$ cat src/rtl/stream_serializer.sv
// Width-down converter: accepts one PAYLOAD_BITS word per handshake and emits
// it as PAYLOAD_BITS/BEAT_BITS beats, least-significant beat first, flagging the final beat.
module stream_serializer #(
    parameter int PAYLOAD_BITS = 128,
    parameter int BEAT_BITS    = 32
) (
    input  logic                    clk,
    input  logic                    reset,
    input  logic [PAYLOAD_BITS-1:0] din,
    input  logic                    val_in,
    output logic                    ready_upward,
    output logic [BEAT_BITS-1:0]    dout,
    output logic                    val_out,
    output logic                    last_out,
    input  logic                    ready_downward,
    output logic [31:0]             words_out
);

    localparam int RATIO = PAYLOAD_BITS / BEAT_BITS;
    localparam int IDX_W = (RATIO > 1) ? $clog2(RATIO) : 1;
    localparam logic [IDX_W-1:0] LAST_IDX = IDX_W'(RATIO - 1);

    generate
        if ((PAYLOAD_BITS % BEAT_BITS) != 0 || RATIO < 2) begin : g_bad_params
            $error("stream_serializer: PAYLOAD_BITS must be a multiple (>=2x) of BEAT_BITS");
        end
    endgenerate

    typedef enum logic {
        IDLE,
        SEND
    } state_t;

    state_t                  state, state_next;
    logic [PAYLOAD_BITS-1:0] shift_reg, shift_next;
    logic [IDX_W-1:0]        idx, idx_next;
    logic [31:0]             words_next;
    logic                    is_last;
    logic                    in_xfer;
    logic                    out_xfer;

    // Outputs decode only registered state, except ready_upward which also
    // sees ready_downward so a new word can load on the last-beat edge.
    always_comb begin
        is_last      = (state == SEND) && (idx == LAST_IDX);
        val_out      = (state == SEND);
        last_out     = is_last;
        dout         = shift_reg[BEAT_BITS-1:0];
        ready_upward = (state == IDLE) || (is_last && ready_downward);
    end

    assign in_xfer  = val_in && ready_upward;
    assign out_xfer = val_out && ready_downward;

    always_comb begin
        state_next = state;
        shift_next = shift_reg;
        idx_next   = idx;
        words_next = words_out;
        case (state)
            IDLE: begin
                if (in_xfer) begin
                    shift_next = din;
                    idx_next   = '0;
                    state_next = SEND;
                end
            end
            SEND: begin
                if (out_xfer) begin
                    if (!is_last) begin
                        shift_next = shift_reg >> BEAT_BITS;
                        idx_next   = idx + IDX_W'(1);
                    end else begin
                        words_next = words_out + 32'd1;
                        if (in_xfer) begin
                            shift_next = din;
                            idx_next   = '0;
                        end else begin
                            // No shift here: dout keeps showing the last beat while idle.
                            state_next = IDLE;
                        end
                    end
                end
            end
            default: state_next = IDLE;
        endcase
    end

    always_ff @(posedge clk) begin
        if (reset) begin
            state     <= IDLE;
            shift_reg <= '0;
            idx       <= '0;
            words_out <= '0;
        end else begin
            state     <= state_next;
            shift_reg <= shift_next;
            idx       <= idx_next;
            words_out <= words_next;
        end
    end

endmodule

$ cat config.mk
export PLATFORM = sky130hd
export DESIGN_NAME = stream_serializer
export DESIGN_NICKNAME = d
export VERILOG_FILES = /design/src/rtl/stream_serializer.sv
export SDC_FILE = /design/constraint.sdc
export NUM_CORES = 1
export LEC_CHECK = 0
export ABC_AREA = 1
export CELL_PAD_IN_SITES_DETAIL_PLACEMENT = 0
export CELL_PAD_IN_SITES_GLOBAL_PLACEMENT = 1
export CORE_UTILIZATION = 37
export DETAILED_ROUTE_END_ITERATION = 8
export HOLD_SLACK_MARGIN = 0.1
export MAX_ROUTING_LAYER = met4
export PLACE_DENSITY = 0.92
export SKIP_CTS_REPAIR_TIMING = 1
export SLEW_MARGIN = 15
export SYNTH_ARGS = -nofsm -noshare
export SYNTH_HDL_FRONTEND = slang
export SYNTH_SLANG_ARGS = --single-unit
$ cat constraint.sdc
create_clock -name clk -period 4.5 [get_ports clk]
set_clock_uncertainty 0.1 [all_clocks]
set_input_delay 0.45 -clock clk [delete_from_list [all_inputs] [get_ports clk]]
set_output_delay 0.45 -clock clk [all_outputs]
set_load 0.03 [all_outputs]
==> results.toml, run 1 <==
[outcome]
status = "finished, final reports clean"

[die]
die_area_sq_mm = 0.0194
start_util_pct = 38.3
io_pins = 199
rows = 49
core_area_sq_mm = 0.0182
die_h_um = 139
die_w_um = 139

[clock_tree]
cts_tree = "done"
path_clk_slew_ns = 0.06
tritoncts.num_buffers = 17
worst_skew_pair.late_latency_ns = 0.43
clock-sinks = 163
cts_max_path_buffers = 2
htree_levels = 4
clock-root-buffer = "clkbuf_16"

[placement]
place_worst_setup_slack_ns = 1.51
place_hpwl_um = 12800
dpl_cell_area_sq_mm = 0.00882
routabilityCongestion = 0.859
place.port_buffers = 198

[route]
drc = 0
avgViaCountPerCell = 5.09
first_pass_iters = 5
wire_per_inst_um = 15.4
drt_wl_total_um = 19400
drtAntennaViolNets = 0
drt_iter0_drc = 327
vias = 6405

[logic_synthesis]
yosysTopAreaCell = "dfxtp_1"
synth_top_cells_by_area = "dfxtp_1 47%, o221ai_1 12%, a21oi_1 11%"
synth_warnings = 0
ys_types = 26
syn_area_per_cell_sq_um = 7.93
synth_cells = 880
syn-num-nets = 1014
ys_ff_latch = 163
yosys.area.top_type_share_pct = 46.8
ys_seq_area_share_pct = 46.8
synth_area_sq_mm = 0.00697

[cells_and_area]
nNetsFinal = 1150
largest_reg_flops = 128
area_delta_synth_final_pct = 34.7
layout-drive-gt1-share_pct = 4.96
fin_area_sq_mm = 0.00939
n_antenna_cell = 0
mostFrequentLayoutCell = "clkdlybuf4s50_1"
final_cell_mix = "197 x clkdlybuf4s50_1, 163 x dfxtp_1, 148 x a21oi_1"

[critical_path]
worstPathRequired_ns = 3.95
cp.arrival_ns = 2.14
cp-startpoint = "ready_downward"
cp-start-kind = "primary input"
r2r-start = "idx[0]"
cp_max_fo = 8
cp-end-kind = "output port"
worstSetupPathType = "primary input to output port"

[pwr]
p_int_w = 0.00257
p_per_area_mw_per_mm2 = 373
power.switching_w = 0.000938
comb_power_share_pct = 13.9
ir_drop_mv = 0.271
p_clk_share_pct = 40.4
sw_frac_of_total_pct = 26.8
p_seq_share_pct = 45.7
p_leak_nw = 3.77
p_total_w = 0.00350

[run]
cap_violations = 0

[global_route]
grt.overflow.total = 0
antenna_found_initial = 0
grt_pass1_wl_um = 30800
grt_max_degree = 129
grt.total_usage_pct = 20.6
grt_pass1_vias = 6159

[sta]
layout_setup_ws_ns = 1.81
finalCritPeriodShare_pct = 59.7
relSlewSlack_pct = 19.5
hold_viol = 0
period_minus_slack_ns = 2.69
tightest_slew_ns = 1.21
rsz0062_at_grt = "no"
setup_viol = 0
slew_viol_final = 0
finalSetupTns_ns = 0
max_freq_mhz = 372

[worst_hold_path]
hp-start = "shift_reg[98]"
hold_class = "register to register"
## stage by stage
| stage | std cells | hold slack (ns) | util [%] |
|---|---|---|---|
| 2_1_floorplan | 880 | 0.340 | - |
| 3_3_place_gp | 1226 | 0.350 | 48.5 |
| 3_5_place_dp | 1226 | 0.353 | 48.5 |
| 4_1_cts | 1258 | 0.364 | 51.6 |
| 5_1_grt | 1258 | 0.377 | 51.6 |
| 6_report | 1258 | 0.362 | 51.6 |
## power groups by stage
stage	Combinational, W	Clock, W	Sequential, W
final	0.000486	0.00142	0.00160
after global routing	0.000529	0.00151	0.00161
after CTS	0.000490	0.00145	0.00160
after detailed placement	0.000487	0	0.00163
after global placement	0.000483	0	0.00163
after floorplan	0.000310	0	0.00161
## layer usage
layer,track usage (%),vias up,wire (um)
li1,-,3239,-
met1,24.4,2928,8430
met2,32.9,205,9220
met3,5.85,33,1300
met4,8.13,0,441
met5,-,-,0
## worst max-delay path, cell delays in order
cell and delay, ns:
clkdlybuf4s50_1 0.60, nand3_2 0.25, nand2_1 0.15, clkdlybuf4s50_1 0.68
## cell type report
cell class              instances  area [sq um]
flip-flops and latches        163          3260
repair buffers                204          2050
clock inverters                12           123
well taps                     229           287
multi-input cells             496          2720
fillers                      1746          8820
inverters                     134           504
clock buffers                  20           447
## kinds of logic (layout without fill, tap and decap cells)
logic type	Yosys count	after routing	share of synthesized area [%]
buf+inv	221	370	14.5
simple gates	231	231	13.8
fa+ha+maj	2	2	0.359
flops	163	163	46.8
xor+xnor	4	4	0.502
compound gates	259	259	24.0
## worst paths after layout
path	slack, ns	endpoint	cells after the start
setup / recovery	1.81	ready_upward	4
hold / removal	0.36	shift_reg[98]	2
setup reg to reg	1.87	idx[0]	7
hold reg to reg	0.36	shift_reg[98]	2
## cell usage after synthesis
cell,n
dfxtp_1,163
a21oi_1,149
nand2_1,134
inv_1,132
o221ai_1,96
nor2_1,50
buf_4,42
clkbuf_1,23
buf_2,21
nand3_1,17
nand4_1,10
nor3_1,10
o21ai_0,10
nor2_2,6
ha_1,2
inv_2,2
o21a_1,2
xnor2_1,2
xor2_1,2
a21oi_4,1
a31oi_1,1
and2_1,1
buf_1,1
nand3_2,1
nor2_4,1
nor3_2,1
No activity file was read; power rests on OpenSTA's default activity.
==> inputs of run 2 (changes only) <==
Settings changed: CORE_UTILIZATION 37 to 34, PLACE_DENSITY 0.92 to 0.86.
Clock period 4.5 ns to 2.52 ns, I/O delays scaled along.
==> run 2 against run 1 <==
  * Combinational power rose by 82%
  * Sequential power rose by 79%
  * Register-to-register slack got worse by 1.3 ns
  * Sequential cell count did not move
  * Sequential share of layout area fell by 0.59 points
  * Highest routed layer unchanged
==> results.toml, run 2 (synthesized netlist as in run 1, its figures left out) <==
[global_route]
grt_max_degree = 96
grt_pass1_vias = 6318
grt.overflow.total = 0
grt_pass1_wl_um = 32200
grt.total_usage_pct = 19.5
antenna_found_initial = 1

[route]
drc = 0
highest_layer = "met4"
drt_wl_total_um = 19500
drt_iter0_drc = 344
drtAntennaViolNets = 0
vias = 6372
wire_per_inst_um = 14.9
wl_met3_um = 1270
wl_met1_um = 8970
avgViaCountPerCell = 4.88
first_pass_iters = 5
met2_length_um = 9000

[critical_path]
cp_max_fo = 8
reg2reg_depth = 6
reg2reg_slack_ns = 0.57
worstSetupPathType = "register to output port"
cp-end-kind = "output port"
worstReg2RegEnd = "shift_reg[122]"
slowest_delay_ns = 0.67
cp-startpoint = "idx[0]"
cp.arrival_ns = 2.02
path_cells = "ha_1 -> nand3_2 -> nand2_1 -> clkdlybuf4s50_1"
worstPathRequired_ns = 2.17
cp_slowest_cell = "clkdlybuf4s50_1"
cp-start-kind = "register"
r2r-start = "idx[0]"
endpoint = "ready_upward"

[cells_and_area]
final_cell_count_no_fill = 1305
fillCellCount = 2009
largest_reg_flops = 128
seq_area_sq_mm = 0.00326
mostFrequentLayoutCell = "clkdlybuf4s50_1"
layout-drive-gt1-share_pct = 5.71
area_delta_synth_final_pct = 37.0
final_cell_mix = "197 x clkdlybuf4s50_1, 162 x dfxtp_1, 148 x a21oi_1"
nNetsFinal = 1155
multiInputGateArea_sq_mm = 0.00272

[clock_tree]
clock-sinks = 163
clock-root-buffer = "clkbuf_16"
path_clk_slew_ns = 0.07
cts_max_path_buffers = 2
htree_levels = 4
cts_tree = "done"
worst_skew_pair.late_latency_ns = 0.42
tritoncts.num_buffers = 17

[die]
core_area_sq_mm = 0.0202
rows = 52
start_util_pct = 34.6
die_area_sq_mm = 0.0211
io_pins = 199
die_h_um = 145
die_w_um = 145

[sta]
hold_viol = 0
relSlewSlack_pct = 53.5
finalCritPeriodShare_pct = 94.0
max_freq_mhz = 422
setup_viol = 0
period_minus_slack_ns = 2.37
slew_viol_final = 0
rsz0062_at_grt = "no"
tightest_slew_ns = 0.697
hold_ws_ns = 0.259

[pwr]
p_per_area_mw_per_mm2 = 664
ir_drop_mv = 0.466
p_leak_nw = 3.82

[placement]
place.port_buffers = 198
place_hpwl_um = 13200
routabilityCongestion = 0.849
placed_cells = 1272

[worst_hold_path]
hold_class = "primary input to register"

[outcome]
status = "finished, final reports clean"

[run]
cap_violations = 0
==> run 2: cell count changes in the layout (fill, tap and decap cells not counted), sizes merged <==
cell	before	now
clkbuf	20	19
buf	7	12
clkinv	6	4
diode	0	1
clkinvlp	1	2
inv	138	140
==> run 2: critical path: cells and delay by family, from the launching register on <==
| kind | cells | cell delay (ns) |
|---|---|---|
| buffers and inverters | 1 | 0.67 |
| AND/OR/NAND/NOR | 2 | 0.37 |
| adder cells (fa/ha/maj) | 1 | 0.21 |
| flip-flops | 1 | 0.34 |
==> run 2: worst min path at each step <==
stage,start,endpoint,slack [ns],depth (start not counted)
after floorplan,din[87],shift_reg[87],0.28,2
after global placement,shift_reg[107],shift_reg[107],0.35,2
after detailed placement,shift_reg[124],shift_reg[124],0.36,2
after CTS,din[71],shift_reg[71],0.24,3
after global routing,din[81],shift_reg[81],0.25,3
final,din[20],shift_reg[20],0.26,3
==> run 2: per-layer routing <==
metal	global-route usage (%)	up-vias
li1	-	3238
met2	30.4	187
met4	5.74	0
met5	-	-
met3	5.69	20
met1	24.5	2927
==> run 2: through the flow <==
stage	total power (W)	utilization, %	cell area [sq um]	TNS [ns]	worst slack, ns
after detailed placement	0.00380	44.4	8960	0	0.212
after global placement	0.00380	44.4	8960	0	0.224
final	0.00635	47.4	9560	0	0.150
after global routing	0.00661	47.4	9560	0	0.0590
after floorplan	0.00344	-	6970	0	0.770
after CTS	0.00641	47.4	9550	-0.00110	-0.00110
==> run 2: cell type report <==
cell class | instances | area share (%)
sequential | 163 | 34.2
multi-input combinational | 496 | 28.5
timing repair buffer | 209 | 22.3
inverter | 134 | 5.28
clock buffer | 19 | 4.74
tap | 270 | 3.53
clock inverter | 13 | 1.45
antenna | 1 | 0.0262
==> run 2: power by group <==
group,switching [W],leakage [nW],internal (W)
Combinational,0.000455,2.19,0.000430
Clock,0.00115,0.288,0.00145
Sequential,0.000104,1.34,0.00276
==> inputs of run 3 (changes only) <==
Settings changed: GPL_TIMING_DRIVEN set to 0.
==> run 3 against run 2 <==
  * Cell count up 5.8%
  * Sequential power hardly changed
  * Clock power fell by 2%
  * Count of clock-buffer cells in the layout increased by 1
  * Global-route usage rose by 2.8 points
  * Core utilization grew 1.6 points
  * Non-clock buffer count grew 76
  * Largest power group unchanged
==> results.toml, run 3 (synthesized netlist as in run 1, its figures left out) <==
[outcome]
status = "finished, final reports clean"

[clock_tree]
cts_max_path_buffers = 2
clock-root-buffer = "clkbuf_16"
clock-sinks = 163
path_clk_slew_ns = 0.07
tritoncts.num_buffers = 17
cts_tree = "done"
htree_levels = 4
worst_skew_pair.late_latency_ns = 0.43

[route]
vias = 6799
wire_per_inst_um = 16.0
first_pass_iters = 5
drc = 0
avgViaCountPerCell = 4.92
drtAntennaViolNets = 0
drt_wl_total_um = 22100
drt_iter0_drc = 356

[critical_path]
worstPathRequired_ns = 2.17
cp-start-kind = "register"
worstReg2RegEnd = "shift_reg[91]"
reg2reg_depth = 7
cp-end-kind = "output port"
r2r-start = "idx[0]"
cp_max_fo = 8
cp.arrival_ns = 2.04
reg2reg_slack_ns = 0.57
worstSetupPathType = "register to output port"

[pwr]
p_per_area_mw_per_mm2 = 649
comb_power_share_pct = 15.6
p_seq_share_pct = 44.6
sw_frac_of_total_pct = 26.9
power.switching_w = 0.00172
ir_drop_mv = 0.469
p_int_w = 0.00468
p_leak_nw = 4.05
p_clk_share_pct = 39.7

[sta]
finalSetupTns_ns = 0
hold_ws_ns = 0.255
finalCritPeriodShare_pct = 94.7
rsz0062_at_grt = "no"
max_freq_mhz = 419
setup_viol = 0
slew_viol_final = 0
relSlewSlack_pct = 51.7
period_minus_slack_ns = 2.39
tightest_slew_ns = 0.725
hold_viol = 0

[die]
rows = 52
die_area_sq_mm = 0.0211
die_w_um = 145
core_area_sq_mm = 0.0202
start_util_pct = 34.6
die_h_um = 145
io_pins = 199

[worst_hold_path]
whs_path_depth = 3
hp-start = "din[42]"
hold_path_end = "shift_reg[42]"
hold_class = "primary input to register"

[placement]
routabilityCongestion = 0.863
place_hpwl_um = 16600
place.port_buffers = 198

[global_route]
grt.total_usage_pct = 22.3
grt.overflow.total = 0
grt_max_degree = 17
grt_pass1_vias = 6780
grt_pass1_wl_um = 35400
antenna_found_initial = 1

[cells_and_area]
nNetsFinal = 1231
final_cell_mix = "198 x clkdlybuf4s50_1, 163 x dfxtp_1, 149 x a21oi_1"
mostFrequentLayoutCell = "clkdlybuf4s50_1"
largest_reg_flops = 128
fillCellCount = 2010
area_delta_synth_final_pct = 41.6
layout-drive-gt1-share_pct = 9.55

[run]
cap_violations = 0
run 3: cell count changes in the layout (fill, tap and decap cells not counted), moves of 2 or more:
cell and delta:
clkbuf_1 +24, inv_8 -4, buf_4 +37, buf_2 +20
clkinv_4 +2, buf_12 -6
run 3: worst max-delay path, cell delays in order (launching register included):
cell	delay (ns)
dfxtp_1	0.35
ha_1	0.21
nand3_2	0.21
nand2_1	0.15
clkdlybuf4s50_1	0.69
run 3: layer usage:
layer  up-vias  track usage [%]  wire [um]
met5         -                -          0
met4         0             6.89        367
met3        31             6.54       1650
met2       223             36.1      10600
met1      3146             26.7       9500
li1       3399                -          -
run 3: cell type report:
cell class / count / area, sq um / area share, %
sequential: 163 / 3260 / 33.1
multi-input combinational: 496 / 2700 / 27.3
timing repair buffer: 198 / 1980 / 20.1
buffer: 87 / 510 / 5.17
inverter: 134 / 503 / 5.09
clock buffer: 20 / 457 / 4.63
tap: 270 / 338 / 3.42
clock inverter: 12 / 120 / 1.22
antenna: 1 / 2.50 / 0.0253
run 3: how the worst max path moves through the flow:
stage	start	endpoint	slack, ns	cells past startpoint
3_5_place_dp	ready_downward	ready_upward	0.29	4
4_1_cts	idx[0]	ready_upward	0.11	4
2_1_floorplan	words_out[1]	words_out[16]	0.77	7
5_1_grt	idx[0]	ready_upward	0.03	4
3_3_place_gp	ready_downward	ready_upward	0.30	4
6_report	idx[0]	ready_upward	0.13	4
run 3: through the flow:
step	power, W	worst slack (ns)	instance area (sq um)	instances	utilization [%]
after floorplan	0.00344	0.770	6970	880	-
after global placement	0.00390	0.300	9290	1348	46.1
after detailed placement	0.00391	0.295	9290	1348	46.1
after CTS	0.00645	0.113	9870	1380	48.9
after global routing	0.00667	0.0312	9870	1381	49.0
final	0.00641	0.132	9870	1381	49.0
run 3: power groups by stage:
stage	combinational [W]	sequential [W]	clock [W]
after detailed placement	0.000999	0.00291	0
after global routing	0.00108	0.00288	0.00271
after CTS	0.00101	0.00286	0.00258
final	0.00100	0.00286	0.00255
after global placement	0.000993	0.00291	0
after floorplan	0.000554	0.00288	0
